`src/rtl/uart_pkg.sv`:
```
// Shared constants and types for the memory-mapped UART transmitter.
package uart_pkg;

  localparam logic [1:0] REG_TXDATA = 2'd0;
  localparam logic [1:0] REG_STATUS = 2'd1;

  // STATUS word bit positions; count occupies three bits from ST_COUNT_LSB.
  localparam int ST_BUSY      = 0;
  localparam int ST_FULL      = 1;
  localparam int ST_EMPTY     = 2;
  localparam int ST_OVERFLOW  = 3;
  localparam int ST_COUNT_LSB = 4;

  typedef enum logic [1:0] {IDLE, START, DATA, STOP} uart_tx_state_t;

  function automatic logic [2:0] sat_count(input logic [31:0] c);
    return (c > 32'd7) ? 3'd7 : c[2:0];
  endfunction

endpackage

```
`src/rtl/tx_fifo.sv`:
```
// Byte FIFO feeding the UART shifter; head is visible on dout while non-empty.
module tx_fifo #(
  parameter int DEPTH = 4
) (
  input  logic                     clk,
  input  logic                     rst_n,
  input  logic                     push,
  input  logic [7:0]               din,
  input  logic                     pop,
  output logic [7:0]               dout,
  output logic                     full,
  output logic                     empty,
  output logic [$clog2(DEPTH):0]   count
);

  localparam int AW = $clog2(DEPTH);

  logic [7:0]    mem [DEPTH];
  logic [AW-1:0] wr_ptr;
  logic [AW-1:0] rd_ptr;
  logic          push_ok;
  logic          pop_ok;

  assign full    = (count == (AW+1)'(DEPTH));
  assign empty   = (count == '0);
  assign push_ok = push && !full;
  assign pop_ok  = pop && !empty;
  assign dout    = mem[rd_ptr];

  always_ff @(posedge clk) begin
    if (push_ok) mem[wr_ptr] <= din;
  end

  always_ff @(posedge clk or negedge rst_n) begin
    if (!rst_n) begin
      wr_ptr <= '0;
      rd_ptr <= '0;
      count  <= '0;
    end else begin
      if (push_ok) wr_ptr <= wr_ptr + 1'b1;
      if (pop_ok)  rd_ptr <= rd_ptr + 1'b1;
      case ({push_ok, pop_ok})
        2'b10:   count <= count + 1'b1;
        2'b01:   count <= count - 1'b1;
        default: count <= count;
      endcase
    end
  end

endmodule

```
`src/rtl/mmio_uart_tx.sv`:
```
// Memory-mapped 8N1 UART transmitter: store-driven TX FIFO, pollable STATUS,
// and a shifter FSM that sends frames back-to-back while data is queued.
module mmio_uart_tx
  import uart_pkg::*;
#(
  parameter logic [31:0] BASE_ADDR    = 32'hFFFF_FFE0,
  parameter int          CLKS_PER_BIT = 104,
  parameter int          FIFO_DEPTH   = 4
) (
  input  logic        clk,
  input  logic        rst_n,
  input  logic        write_mem,
  input  logic [2:0]  funct3,
  input  logic [31:0] write_address,
  input  logic [31:0] write_data,
  input  logic [31:0] read_address,
  output logic [31:0] read_data,
  output logic        read_hit,
  output logic        tx
);

  localparam int BW = (CLKS_PER_BIT > 1) ? $clog2(CLKS_PER_BIT) : 1;
  localparam int CW = $clog2(FIFO_DEPTH) + 1;
  localparam logic [BW-1:0] BAUD_LAST = BW'(CLKS_PER_BIT - 1);

  uart_tx_state_t state;
  logic [BW-1:0]  baud_cnt;
  logic [2:0]     bit_idx;
  logic [7:0]     shift_q;
  logic           tx_q;
  logic           overflow;

  logic           fifo_push;
  logic           fifo_pop;
  logic [7:0]     fifo_dout;
  logic           fifo_full;
  logic           fifo_empty;
  logic [CW-1:0]  fifo_count;

  logic           wr_hit;
  logic           push_req;
  logic           ovf_clr;
  logic           rd_in_win;
  logic           baud_tick;
  logic [BW-1:0]  baud_next;
  logic [31:0]    status_word;
  logic           unused_bits;

  // Width and byte-offset bits are deliberately ignored: every access is a word.
  assign unused_bits = ^{funct3, write_address[1:0], read_address[1:0], write_data[31:8]};

  assign wr_hit    = write_mem && (write_address[31:4] == BASE_ADDR[31:4]);
  assign push_req  = wr_hit && (write_address[3:2] == REG_TXDATA);
  assign ovf_clr   = wr_hit && (write_address[3:2] == REG_STATUS) && write_data[3];
  assign rd_in_win = (read_address[31:4] == BASE_ADDR[31:4]);
  assign fifo_push = push_req;

  assign baud_tick = (baud_cnt == BAUD_LAST);
  assign baud_next = baud_tick ? '0 : baud_cnt + 1'b1;

  // The shifter takes the FIFO head when idle, or at the end of a stop bit.
  assign fifo_pop = !fifo_empty &&
                    ((state == IDLE) || ((state == STOP) && baud_tick));

  tx_fifo #(.DEPTH(FIFO_DEPTH)) u_fifo (
    .clk   (clk),
    .rst_n (rst_n),
    .push  (fifo_push),
    .din   (write_data[7:0]),
    .pop   (fifo_pop),
    .dout  (fifo_dout),
    .full  (fifo_full),
    .empty (fifo_empty),
    .count (fifo_count)
  );

  always_comb begin
    status_word                          = '0;
    status_word[ST_BUSY]                 = (state != IDLE);
    status_word[ST_FULL]                 = fifo_full;
    status_word[ST_EMPTY]                = fifo_empty;
    status_word[ST_OVERFLOW]             = overflow;
    status_word[ST_COUNT_LSB +: 3]       = sat_count(32'(fifo_count));
  end

  always_ff @(posedge clk or negedge rst_n) begin
    if (!rst_n) begin
      overflow <= 1'b0;
    end else if (push_req && fifo_full) begin
      overflow <= 1'b1;
    end else if (ovf_clr) begin
      overflow <= 1'b0;
    end
  end

  always_ff @(posedge clk or negedge rst_n) begin
    if (!rst_n) begin
      read_data <= '0;
      read_hit  <= 1'b0;
    end else begin
      read_hit  <= rd_in_win;
      read_data <= (rd_in_win && (read_address[3:2] == REG_STATUS)) ? status_word : '0;
    end
  end

  // tx_q holds the level for the coming bit period, so tx is a pure flop output.
  always_ff @(posedge clk or negedge rst_n) begin
    if (!rst_n) begin
      state    <= IDLE;
      baud_cnt <= '0;
      bit_idx  <= '0;
      shift_q  <= '0;
      tx_q     <= 1'b1;
    end else begin
      case (state)
        IDLE: begin
          tx_q <= 1'b1;
          if (!fifo_empty) begin
            shift_q  <= fifo_dout;
            baud_cnt <= '0;
            state    <= START;
            tx_q     <= 1'b0;
          end
        end
        START: begin
          baud_cnt <= baud_next;
          if (baud_tick) begin
            state   <= DATA;
            bit_idx <= '0;
            tx_q    <= shift_q[0];
          end
        end
        DATA: begin
          baud_cnt <= baud_next;
          if (baud_tick) begin
            shift_q <= shift_q >> 1;
            if (bit_idx == 3'd7) begin
              state <= STOP;
              tx_q  <= 1'b1;
            end else begin
              bit_idx <= bit_idx + 3'd1;
              tx_q    <= shift_q[1];
            end
          end
        end
        STOP: begin
          baud_cnt <= baud_next;
          if (baud_tick) begin
            if (!fifo_empty) begin
              shift_q <= fifo_dout;
              state   <= START;
              tx_q    <= 1'b0;
            end else begin
              state <= IDLE;
              tx_q  <= 1'b1;
            end
          end
        end
        default: begin
          state <= IDLE;
          tx_q  <= 1'b1;
        end
      endcase
    end
  end

  assign tx = tx_q;

endmodule

```
`config.mk`:
```
export PLATFORM = sky130hd
export DESIGN_NAME = mmio_uart_tx
export DESIGN_NICKNAME = d
export VERILOG_FILES = /design/src/rtl/uart_pkg.sv /design/src/rtl/tx_fifo.sv /design/src/rtl/mmio_uart_tx.sv
export SDC_FILE = /design/constraint.sdc
export NUM_CORES = 1
export LEC_CHECK = 0
export CORE_ASPECT_RATIO = 0.6
export CORE_MARGIN = 3
export CORE_UTILIZATION = 30
export CTS_BUF_LIST = sky130_fd_sc_hd__clkbuf_16
export DETAILED_ROUTE_END_ITERATION = 8
export SLEW_MARGIN = 20
export SYNTH_ARGS = -nofsm -noshare
export SYNTH_HDL_FRONTEND = slang
export SYNTH_SLANG_ARGS = --single-unit
```
`constraint.sdc`:
```
create_clock -name clk -period 4.3 [get_ports clk]
set_input_delay 0.645 -clock clk [delete_from_list [all_inputs] [get_ports clk]]
set_output_delay 0.645 -clock clk [all_outputs]
set_load 0.1 [all_outputs]
```
Word level (Yosys, flattened, before mapping). Memories as Yosys holds them, arrays and structs flattened. Index checks and enable logic that the tools add are counted.

Add/subtract/negate cells: 6. Eq/ne operators: 18. Mux-type cells: 30. Reductions and logical operators: 26.

Operators by type and width (number): equality test 28 bit (second input constant) (2); two-way mux 8 bit (3); one-hot mux 8 bit (3 select lines) (1); two-way mux 7 bit (3); one-hot mux 7 bit (2 select lines) (1); inequality test 2 bit (second input constant) (6); one-hot mux 3 bit (2 select lines) (2); logical AND 1 bit (10); two-way mux 1 bit (10); two-way mux 2 bit (5); two-way mux 3 bit (3); equality test 2 x 1 -> 1 bit (second input constant) (4); one-hot mux 2 bit (4 select lines) (1); nonzero test 2 bit (4); adder 7 x 1 -> 7 bit (second input constant) (1); equality test 7 bit (second input constant) (1); adder 3 x 1 -> 3 bit (second input constant) (2); equality test 2 bit (second input constant) (3); equality test 3 bit (second input constant) (2); AND reduction 3 bit (2); AND reduction 5 bit (1); adder 2 x 1 -> 2 bit (second input constant) (2); logical NOT 2 bit (2); one-hot mux 1 bit (4 select lines) (1); other kinds (7) (8).

Register bits after elaboration: 37. Memory bits (writable): 32. Input port bits: 102. Output and inout port bits: 34. Logic and storage cells: 92. Memories: 1.

Memories: u_fifo.mem (depth 4, width 8, read ports 1, clocked after Yosys merged registers in 0, wr ports 1, RTL line tx_fifo.sv:18) `logic [7:0] mem [DEPTH];`.

Logic depth before layout (Yosys ltp).
Depth after elaboration: 7. Depth in mapped cells: 10. Mapped depth without buffers: 10.

Modules after synthesis. From an unflattened synthesis, not the netlist that was laid out.

Cells, all modules: 275. Area, all modules: 3509.6 µm².

By module, submodules not included: mmio_uart_tx (times used 1, cells each 196, area each 1916.8 µm², seq. area each 752.0 µm²); tx_fifo (times used 1, cells each 79, area each 1592.8 µm², seq. area each 1136.1 µm²).

Worst setup path after synthesis. No wires, ideal clock.

Path kind: input port to flip-flop. From: input port write_address[3]. To: register u_fifo.count[2]. Setup time: 122 ps. Arrival: 2200 ps. Data required time: 4178 ps. Setup slack: 1978 ps. Cell stages on the path: 9. Path buffers: 0. Path through: nand4b_1 > nor4_2 > nand4_2 > ha_1 > inv_1 > fa_1 > xor2_1 > nor2_1 > xnor2_1.

Longest elaborated chain between the ends: 5. Elaborated cells between the ends (all ways): 7. Classes of those cells: eq/ne (2); mux (1); reduce/logical (4).

RTL lines: from (decl) (RTL line mmio_uart_tx.sv:14) `input logic [31:0] write_address,`; logical NOT 2 bit * (RTL line mmio_uart_tx.sv:53) `assign push_req = wr_hit && (write_address[3:2] == REG_TXDATA);`; logical AND 1 bit * (RTL line mmio_uart_tx.sv:53); logical AND 1 bit * (RTL line tx_fifo.sv:26) `assign push_ok = push && !full;`; equality test 2 x 1 -> 1 bit / equality test 2 bit (equally long branches) (RTL line tx_fifo.sv:42) `case ({push_ok, pop_ok})`; one-hot mux 3 bit (2 select lines) / nonzero test 2 bit (equally long branches); to (signal assigned) (RTL line tx_fifo.sv:43) `2'b10: count <= count + 1'b1;`; to (signal assigned) (RTL line tx_fifo.sv:44) `2'b01: count <= count - 1'b1;`; to (signal assigned) (RTL line tx_fifo.sv:45) `default: count <= count;`; to (decl) (RTL line tx_fifo.sv:13) `output logic [$clog2(DEPTH):0] count`.

Every way passes the cells marked *; elsewhere a longest branch is shown, timed or not. A chain may end at the register's enable or synchronous reset.

Worst setup path in the final report.
From: input port write_address[8]. To: memory u_fifo.mem[0][5], enable pin.

Longest elaborated chain between the ends: 6.

RTL lines: equality test 28 bit (RTL line mmio_uart_tx.sv:52) `assign wr_hit = write_mem && (write_address[31:4] == BASE_ADDR[31:4]);`; logical AND 1 bit (RTL line mmio_uart_tx.sv:52); logical AND 1 bit (RTL line mmio_uart_tx.sv:53); logical AND 1 bit (RTL line tx_fifo.sv:26); two-way mux 1 bit (RTL line tx_fifo.sv:31) `if (push_ok) mem[wr_ptr] <= din;`; two-way mux 1 bit (not written as such) (RTL line tx_fifo.sv:31); to (decl) (RTL line tx_fifo.sv:18).

No other way between the ends.

==> results.md <==
- Share of cells above drive strength 1: 12.89%
- NumNets Final: 468
- Ys flop type: dfrtp_1
- Most common cell in the synthesized netlist: dfrtp_1
- Top cell type's share of synthesized area: about 28%
- Mapped Cells: 268
- Final Instance Count excl. Fillers: 512
- Drt wl/cell: 13.49 um
- Number of global-route vias before repair: 2365
- WL met2: around 3 mm
- Core Rows: 29
- Hold bufs inserted after CTS: 0
- Reg area: ~1900 um^2
- Placed Area: about 4300 um^2
- Remaining antenna violation count: 0
- Synth area leader: edfxtp_1
- # fillers: approximately 1000
- Crit. End Element: flip-flop
- Post-synth EDFFs: 32
- RePlAce Congestion: 0.7918
- Post-synth top cells: dfrtp_1 (36), edfxtp_1 (32), buf_4 (25), nor2_1 (19)
- Reg clk slew, reported paths: 0.06 ns
- First-pass GRT wire length: 11.67 mm
- Die width: 145.0 um
- Asr flop ratio synth: 53.62%
- Ports: about 140
- Diode count: 0
- Drt via density: 4.514
- Worst IR Drop VDD: roughly 0.19 mV
- 1st-iter DRT viols: between 100 and 150
- Fmax: 0.3692 GHz
- Routed wl met3: 514 um
- Wire length on met1: about 3.2 mm
- Core Util, Final: 42.25%
- Pre-antenna DRT Iters: 4
- GR Overflow Total: 0
- Setup violators final: 0
- Unique masters post-synth: 50
- Clk root buf: clkbuf_16
- DRC violations left: 0
- Leak: 0.001828 uW
- Worst path buffer plus inverter count: 1
- PD cells: 336.2 nW/um^2
- Cell area after layout: approximately 4600 um^2
- Die area: about 13000 um^2
- Resized Gates After CTS: 0
- CP top delay family: simple AND/OR/NAND/NOR gates
- Status: complete, no violations
- Post-synth design cell area: roughly 3500 um^2
- Multi-input logic area: 1396 um^2
- Vias: 2311
- Hold_ws: approximately 0.42 ns
- Core region area: 10920 um^2
- Slew at the pin closest to its max-slew limit: between 0.9 and 1 ns
- CP max stage cell: nor2_1
- WL final: 6.908 mm
- Arrival @ worst endpoint: 2.67 ns
- Port Buffers: roughly 80
- Relative slew slack: 34.63%
- Yosys warns: 0
- Clock buffer depth: 2
- Worst-path maximum fanout: 8
- Tot GR Track Use: 11.54%
- Placed Instances: 496
- Uppermost layer routed: met4
- Final Cycle Share: 62.98%
- CTS Buf Count: 9
- CP cell instances: clkdlybuf4s50_1 -> nand4_1 -> nor4_1 -> nand4_2 -> nor2_1
- Slowest stage delay, CP: 0.66 ns
- Post-CTS Setup Inserts: 0
- # clock sinks: slightly below 70
- Pin count of the biggest net entering global routing: 38
- HP Class: in2async
- Max Cap Violations: 0
- Clk Latency, worst-skew pair: about 0.34 ns
- Sequential share of the synthesized area: 54.30%
- CP Class: in2reg
- Final min period: around 2.7 ns
- Initial Util: 31.84%
- TritonCTS clock tree: done
- Initial antenna violation count: 0
- H-Tree Depth: 3
- FF+latch count, synth: just under 70
- Avg Synthesized Cell Area: 12.97 um^2
- Final HPWL DP: 5.362 mm
- Die Ht: 89.39 um
- Synth top area cells: edfxtp_1 (28%), dfrtp_1 (26%), mux2_2 (5.8%)
- Setup Skew: about 0.0066 ns
- Hold Violations, Final: 0
- Area Overhead vs Synth: 32.71%
- Critical Path RT: roughly 4.3 ns
- Setup crit start kind: input pin
- TNS Setup: 0 ns
- RSZ-0062 raised after global routing: no
- Pins Over Slew Limit: 0
power by group:
| group | internal [uW] | switching, uW |
|---|---|---|
| Clock | 397 | 291 |
| Sequential | 691 | 0.00000301 |
| Combinational | 56.9 | 115 |
| Total | 1150 | 406 |
placed cells by master, fill, tap and decap left out, drive strengths merged, types with 4 or more instances in the layout:
| master | netlist | layout |
|---|---|---|
| clkdlybuf4s50 | 0 | 78 |
| mux2 | 19 | 19 |
| a22o | 6 | 6 |
| ha | 13 | 13 |
| xnor2 | 5 | 5 |
| nand3 | 6 | 6 |
| a31oi | 5 | 5 |
| nand4 | 13 | 13 |
| mux4 | 8 | 8 |
| nor2 | 20 | 20 |
| clkbuf | 2 | 9 |
| inv | 18 | 21 |
| nand2 | 8 | 8 |
| edfxtp | 32 | 32 |
| nand4b | 4 | 4 |
| dfrtp | 36 | 36 |
| o21ai | 7 | 7 |
| conb | 1 | 25 |
final timing paths:
path	startpoint	end	slack, ns	cells past startpoint
worst max-delay path	write_address[8]	u_fifo.mem[0][5]	1.59	5
worst min-delay path	rst_n	shift_q[4]	0.42	1
worst max register to register	state[0]	u_fifo.count[2]	1.85	10
worst min register to register	overflow	read_data[3]	0.51	2
max in group asynchronous	rst_n	u_fifo.rd_ptr[1]	3.35	1
min in group clk	overflow	read_data[3]	0.51	2
state kept, by name, summed over array words and instances (netlist names), 3 cells and up:
| register | count |
|---|---|
| u_fifo.count | 3 |
| read_data | 7 |
| baud_cnt | 7 |
| u_fifo.mem | 32 |
| bit_idx | 3 |
| shift_q | 8 |
area by class of cell:
cell class                      count  area share (%)
Clock inverter                      7           1.247
Sequential cell                    69           40.92
Timing Repair Buffer               79           17.03
Inverter                           18           1.464
Multi-Input combinational cell    175           30.26
Clock buffer                        9           4.881
Tap cell                          155           4.203
layer usage:
metal / vias up / GRT usage (%)
met5: - / 0
met4: 0 / 4.741
met3: 10 / 4.154
met2: 85 / 17.64
met1: 1104 / 15.13
li1: 1112 / -
kinds of logic after synthesis:
| kind of cell | Yosys count | share of synthesized area [%] |
|---|---|---|
| AO/OA/AOI/OAI | 31 | 6.621 |
| other | 1 | 0.1078 |
| adder cells (fa/ha/maj) | 14 | 5.254 |
| multiplexers | 28 | 12.16 |
| AND/OR/NAND/NOR | 69 | 11.41 |
| XOR/XNOR | 8 | 2.015 |
| buffers and inverters | 48 | 8.132 |
| flip-flops | 69 | 54.30 |
through the flow:
stage          setup slack (ns)  power, uW
2_1_floorplan             1.978      820.1
5_1_grt                   1.317       1610
3_3_place_gp              1.192      874.7
4_1_cts                   1.515       1570
3_5_place_dp              1.137      876.3
6_report                  1.592       1551
Power figures use the tool's default switching activity.
